File: src/rtl/scene_param_loader.sv
// Loads a 55-byte parameter packet into a shadow bank, verifies its XOR checksum and
// promotes it to the active bank on the next frame boundary so renders see stable values.
module scene_param_loader #(
  parameter int unsigned NBYTES = 55,
  parameter int unsigned AW     = 5
) (
  input  logic          clk,
  input  logic          reset,
  input  logic          update_reg,
  input  logic [5:0]    idx,
  input  logic [7:0]    read_data,
  input  logic          pc_ready,
  input  logic          frame_start,
  input  logic [AW-1:0] rd_addr,
  output logic [15:0]   rd_data,
  output logic          param_valid,
  output logic          commit_pending,
  output logic          commit_pulse,
  output logic          seq_err,
  output logic [7:0]    err_cnt
);

  localparam int unsigned NWORDS   = (NBYTES - 1) / 2;
  localparam logic [5:0]  LAST_IDX = 6'(NBYTES - 1);

  typedef enum logic [1:0] {IDLE, LOAD, CHECK, PENDING} state_t;

  state_t      state_q, state_d;
  logic [7:0]  chk_q, chk_d;
  logic [5:0]  exp_q, exp_d;
  logic        match_q, match_d;
  logic        pend_q, pend_d;
  logic        valid_q, valid_d;
  logic        seq_q, seq_d;
  logic [7:0]  err_q, err_d;
  logic        pulse_q, pulse_d;
  logic [15:0] rd_q, rd_d;
  logic [15:0] shadow_q [NWORDS];
  logic [15:0] active_q [NWORDS];
  logic        shadow_we;
  logic        commit;
  logic        err_inc;
  logic        restart;

  assign restart = update_reg && (idx == 6'd0);

  always_ff @(posedge clk) begin
    if (reset) state_q <= IDLE;
    else       state_q <= state_d;
  end

  // A byte with idx 0 restarts the load from any state.
  always_comb begin
    state_d = state_q;
    if (restart) begin
      state_d = LOAD;
    end else begin
      case (state_q)
        LOAD:    if (update_reg) state_d = (idx != exp_q) ? IDLE :
                                           (idx == LAST_IDX) ? CHECK : LOAD;
        CHECK:   if (pc_ready) state_d = match_q ? PENDING : IDLE;
        PENDING: if (frame_start) state_d = IDLE;
        default: ;
      endcase
    end
  end

  always_comb begin
    chk_d     = chk_q;
    exp_d     = exp_q;
    match_d   = match_q;
    pend_d    = pend_q;
    valid_d   = valid_q;
    seq_d     = seq_q;
    pulse_d   = 1'b0;
    shadow_we = 1'b0;
    commit    = 1'b0;
    err_inc   = 1'b0;
    if (restart) begin
      chk_d     = read_data;
      exp_d     = 6'd1;
      pend_d    = 1'b0;
      shadow_we = 1'b1;
      err_inc   = (state_q == LOAD) || (state_q == CHECK);
    end else begin
      case (state_q)
        LOAD: begin
          if (update_reg) begin
            if (idx != exp_q) begin
              seq_d   = 1'b1;
              err_inc = 1'b1;
            end else if (idx == LAST_IDX) begin
              match_d = (read_data == chk_q);
            end else begin
              shadow_we = 1'b1;
              chk_d     = chk_q ^ read_data;
              exp_d     = exp_q + 6'd1;
            end
          end
        end
        CHECK: begin
          if (pc_ready) begin
            pend_d  = match_q;
            err_inc = !match_q;
          end
        end
        PENDING: begin
          if (frame_start) begin
            commit  = 1'b1;
            pulse_d = 1'b1;
            valid_d = 1'b1;
            pend_d  = 1'b0;
          end
        end
        default: ;
      endcase
    end
    err_d = (err_inc && (err_q != 8'hFF)) ? err_q + 8'd1 : err_q;
    rd_d  = (32'(rd_addr) < NWORDS) ? active_q[rd_addr] : 16'h0000;
  end

  always_ff @(posedge clk) begin
    if (reset) begin
      chk_q   <= '0;
      exp_q   <= '0;
      match_q <= 1'b0;
      pend_q  <= 1'b0;
      valid_q <= 1'b0;
      seq_q   <= 1'b0;
      err_q   <= '0;
      pulse_q <= 1'b0;
      rd_q    <= '0;
    end else begin
      chk_q   <= chk_d;
      exp_q   <= exp_d;
      match_q <= match_d;
      pend_q  <= pend_d;
      valid_q <= valid_d;
      seq_q   <= seq_d;
      err_q   <= err_d;
      pulse_q <= pulse_d;
      rd_q    <= rd_d;
    end
  end

  // Even byte -> high half, odd byte -> low half; commit copies the whole bank at once.
  always_ff @(posedge clk) begin
    if (reset) begin
      for (int unsigned k = 0; k < NWORDS; k++) begin
        shadow_q[k] <= '0;
        active_q[k] <= '0;
      end
    end else begin
      if (shadow_we) begin
        if (idx[0]) shadow_q[idx[5:1]][7:0]  <= read_data;
        else        shadow_q[idx[5:1]][15:8] <= read_data;
      end
      if (commit) begin
        for (int unsigned k = 0; k < NWORDS; k++) active_q[k] <= shadow_q[k];
      end
    end
  end

  assign rd_data        = rd_q;
  assign param_valid    = valid_q;
  assign commit_pending = pend_q;
  assign commit_pulse   = pulse_q;
  assign seq_err        = seq_q;
  assign err_cnt        = err_q;

endmodule
File: config.mk
export PLATFORM = sky130hd
export DESIGN_NAME = scene_param_loader
export DESIGN_NICKNAME = d
export VERILOG_FILES = /design/src/rtl/scene_param_loader.sv
export SDC_FILE = /design/constraint.sdc
export NUM_CORES = 1
export LEC_CHECK = 0
export BUFFER_PORTS_ARGS = -buffer_cell sky130_fd_sc_hd__buf_4
export CAP_MARGIN = 20
export CORE_ASPECT_RATIO = 2
export CORE_UTILIZATION = 68
export DETAILED_ROUTE_END_ITERATION = 7
export GPL_TIMING_DRIVEN = 0
export PLACE_DENSITY = 0.88
export RECOVER_POWER = 100
export SLEW_MARGIN = 10
export SYNTH_ARGS = -nofsm -noshare
export SYNTH_HDL_FRONTEND = slang
export SYNTH_SLANG_ARGS = --single-unit
export TNS_END_PERCENT = 20
File: constraint.sdc
create_clock -name clk -period 57.4 [get_ports clk]
set_clock_uncertainty 0.2 [all_clocks]
set_input_delay 8.61 -clock clk [delete_from_list [all_inputs] [get_ports clk]]
set_output_delay 8.61 -clock clk [all_outputs]
set_load 0.005 [all_outputs]
==> flow_summary.yaml <==
floorplanning:
  die_width_um: 169
  core-area_um2: 54700
  initial_core_util_pct: 69.0
  fp.dieH_um: 335
  dieArea_um2: 56500
  io_pins: 52
  core.rowCount: 121
yosys:
  async_flop_share_pct: 0
  synth_commonest_cells: "864 x edfxtp_1, 429 x nor2_1, 301 x and2_1, 171 x nor2b_1, 96 x mux4_2"
  synth_top_family_by_area: "simple AND/OR/NAND/NOR gates"
  yosysTopAreaCellShare_pct: 68.8
  synth.distinct_cells: 53
  synth_area_um2: 37700
  synth_fa_ha_area_share_pct: 0.166
  yosysWarnings: 0
  synth_compound_area_share_pct: 3.10
  ys_seq_area_share_pct: 71.2
  muxShareOfSynthArea_pct: 7.74
  yosysMostFrequentCell: "edfxtp_1"
  synthSimpleGateAreaFrac_pct: 14.8
  synth.top_cells.by_area: "edfxtp_1 69%, mux4_2 5.7%, and2_1 5.0%"
  ys_dominant_reg_cell: "edfxtp_1"
  avgSynthCellArea_um2: 14.9
  synthCells: 2531
  synth_top_area_cell: "edfxtp_1"
  synth_edf_count: 864
  synthXorXnorAreaFrac_pct: 0.428
  syn-num-nets: 2560
  yosys_register_bits: 909
critical_path:
  r2r_slack_ns: 50.56
  crit_path_end_kind: "flop"
  cp_max_fo: 30
  slowest_delay_ns: 1.88
  cp-start-kind: "primary input"
  crit_buf_inv: 7
  worst_ep_arrival_time_ns: 15.95
  cp.required_ns: 57.43
  cp_slowest_cell: "o21ai_0"
  cpMostUsedCell: "clkbuf_1"
  crit_chain: "clkbuf_1, nor2_1, and4_1, clkbuf_1, clkbuf_1, clkbuf_1, o21ai_0, clkbuf_1, clkbuf_1, clkbuf_1"
  crit_type: "in -> reg"
  crit_family: "buffers and inverters"
detailed_routing:
  vias: 22900
  routed_wl_mm: 109
  drc: 0
  vias_per_cell: 6.63
  wire_per_inst_um: 31.4
  final_antenna_net_count: 0
  drtPass1Iterations: 6
  first_iter_violations: 3238
global_route:
  first_global_vias: 23200
  track_usage_pct: 40.0
  grt_overflow: 0
  grt_antenna_before_repair: 6
  grt_max_degree: 33
  grt_pass1_wl_mm: 154
power:
  clkPwrFrac_pct: 37.2
  p_switching_uw: 303
  internal-power_uw: 1060
  p_leak_uw: 0.0140
  power_frac_seq_pct: 56.1
  peakVddDrop_mv: 0.0276
  p_comb_share_pct: 6.7
  p_per_area_nw_per_um2: 33.3
  netSwitchingFraction_pct: 22.3
sta:
  fmax_ghz: 0.0628
  slew_viol_final: 370
  period_share_pct: 27.7
  tightest_slew_ns: 2.35
  slew_headroom_pct: -58.4
  hold_viol_final: 0
  grt_setup_unrepaired: "no"
  setup_violations: 0
  layout_min_cycle_time_ns: 15.92
  worst_slack_ns: 41.48
  final.setup.tns_ns: 0
cts:
  clkTransAtPathRegs_ns: 0.07
  post_cts_buffers: 0
  htreeDepth: 3
  cts_tree: "built"
  post_cts_resized: 0
  numCtsBuffers: 72
  ctsHoldBuffers: 0
  cts.sink_count: 909
  cts_root_buf: "clkbuf_16"
  cts.path.max_buffers: 3
  insertion_delay_ns: 0.65
hold_path:
  hp-class: "reg -> reg"
status:
  violations: "capacitance limit, slew limit"
  status: "finished, violations left"
place:
  placedCellCount: 3329
  dpl_worst_slack_ns: 45.45
  hpwl_mm: 76.4
  place.port_buffers: 41
  gp_congestion: 1.11
run:
  drv_cap: 18
layout:
  final_nets: 2694
  drive_gt1_share_pct: 10.5
  fillers: 2966
  area_growth_pct: 8.40
  instances_no_fill: 3455
==> state kept, by name, indices dropped and copies added, names as in the netlist, 2 cells and up <==
signal	cells
exp_q	6
state_q	2
chk_q	8
shadow_q	432
active_q	432
err_cnt	8
rd_data	16
==> layout make-up <==
class | instances | area (um^2) | share of cell area (%)
Sequential cell | 909 | 26800 | 65.6
Tap cell | 738 | 923 | 2.26
Timing Repair Buffer | 60 | 387 | 0.945
Multi-Input combinational cell | 1432 | 9680 | 23.7
Clock inverter | 34 | 373 | 0.912
Buffer | 178 | 701 | 1.71
Inverter | 12 | 46.3 | 0.113
Clock buffer | 90 | 1940 | 4.75
Antenna cell | 2 | 5.00 | 0.0122
==> through the flow <==
| stage | util [%] | area, um^2 | hold WS, ns | power, uW |
|---|---|---|---|---|
| 5_1_grt | 74.8 | 40900 | 0.288 | 1390 |
| 6_report | 74.8 | 40900 | 0.266 | 1360 |
| 3_5_place_dp | 72.1 | 39400 | 0.257 | 870 |
| 4_1_cts | 76.3 | 41700 | 0.271 | 1360 |
| 2_1_floorplan | - | 37700 | 0.242 | 852 |
| 3_3_place_gp | 71.3 | 39000 | 0.238 | 892 |
==> per-layer routing <==
| metal | global-route usage (%) | share of wire, % |
|---|---|---|
| met1 | 38.9 | 28 |
| met2 | 66.5 | 49 |
| met3 | 10.3 | 10 |
| met4 | 42.0 | 14 |
| met5 | 0 | 0.070 |
==> power by group through the flow <==
| stage | combinational [uW] | clock (uW) | sequential [uW] |
|---|---|---|---|
| after floorplan | 54.0 | 0 | 798 |
| after global placement | 85.0 | 0 | 807 |
| after detailed placement | 91.9 | 0 | 778 |
| after CTS | 92.7 | 500 | 764 |
| after global routing | 93.4 | 525 | 767 |
| final | 91.3 | 507 | 765 |
==> cell families (layout without fill, tap and decap cells) <==
kind of cell | Yosys count | count (layout)
other | 0 | 2
AOI/OAI and AO/OA | 171 | 171
adders and majority gates | 5 | 5
and+or+nand+nor | 1072 | 1072
DFF | 909 | 909
muxes | 169 | 169
buffers and inverters | 190 | 374
xor gates and xnor gates | 15 | 15
==> placed cells by master, fill, tap and decap left out, types with 8 or more instances in the layout <==
master / Yosys / final
a211oi_1: 17 / 17
a21o_1: 33 / 33
a21oi_1: 62 / 62
a31oi_1: 10 / 10
and2_0: 0 / 210
and2_1: 301 / 91
and3_1: 15 / 15
buf_1: 12 / 11
buf_2: 48 / 14
buf_4: 9 / 18
bufinv_16: 0 / 8
clkbuf_1: 84 / 181
clkbuf_16: 0 / 75
clkbuf_4: 0 / 27
clkinv_1: 0 / 15
dfxtp_1: 45 / 45
edfxtp_1: 864 / 864
inv_1: 11 / 11
mux2_2: 23 / 23
mux2i_1: 50 / 50
mux4_2: 96 / 96
nand2_1: 82 / 82
nand3_1: 9 / 16
nand3b_1: 17 / 17
nor2_1: 429 / 433
nor2b_1: 171 / 171
nor3b_1: 11 / 11
o21ai_0: 8 / 17
o22ai_1: 17 / 17
xnor2_1: 10 / 10
==> worst reg2reg max path, cell delays in order, from the launching register on <==
cell and delay (ns):
dfxtp_1 0.40, ha_1 0.32, nand2_1 0.23, o21ai_0 1.81, clkbuf_1 1.06, clkbuf_1 1.15
clkbuf_1 1.25
==> final timing paths <==
kind	endpoint	depth (start not counted)	start
worst min register to register	seq_err	2	seq_err
worst min-delay path	seq_err	2	seq_err
worst max register to register	active_q[9][1]	6	state_q[0]
worst max-delay path	active_q[9][1]	10	idx[1]
No activity file was read; power rests on OpenSTA's default activity.
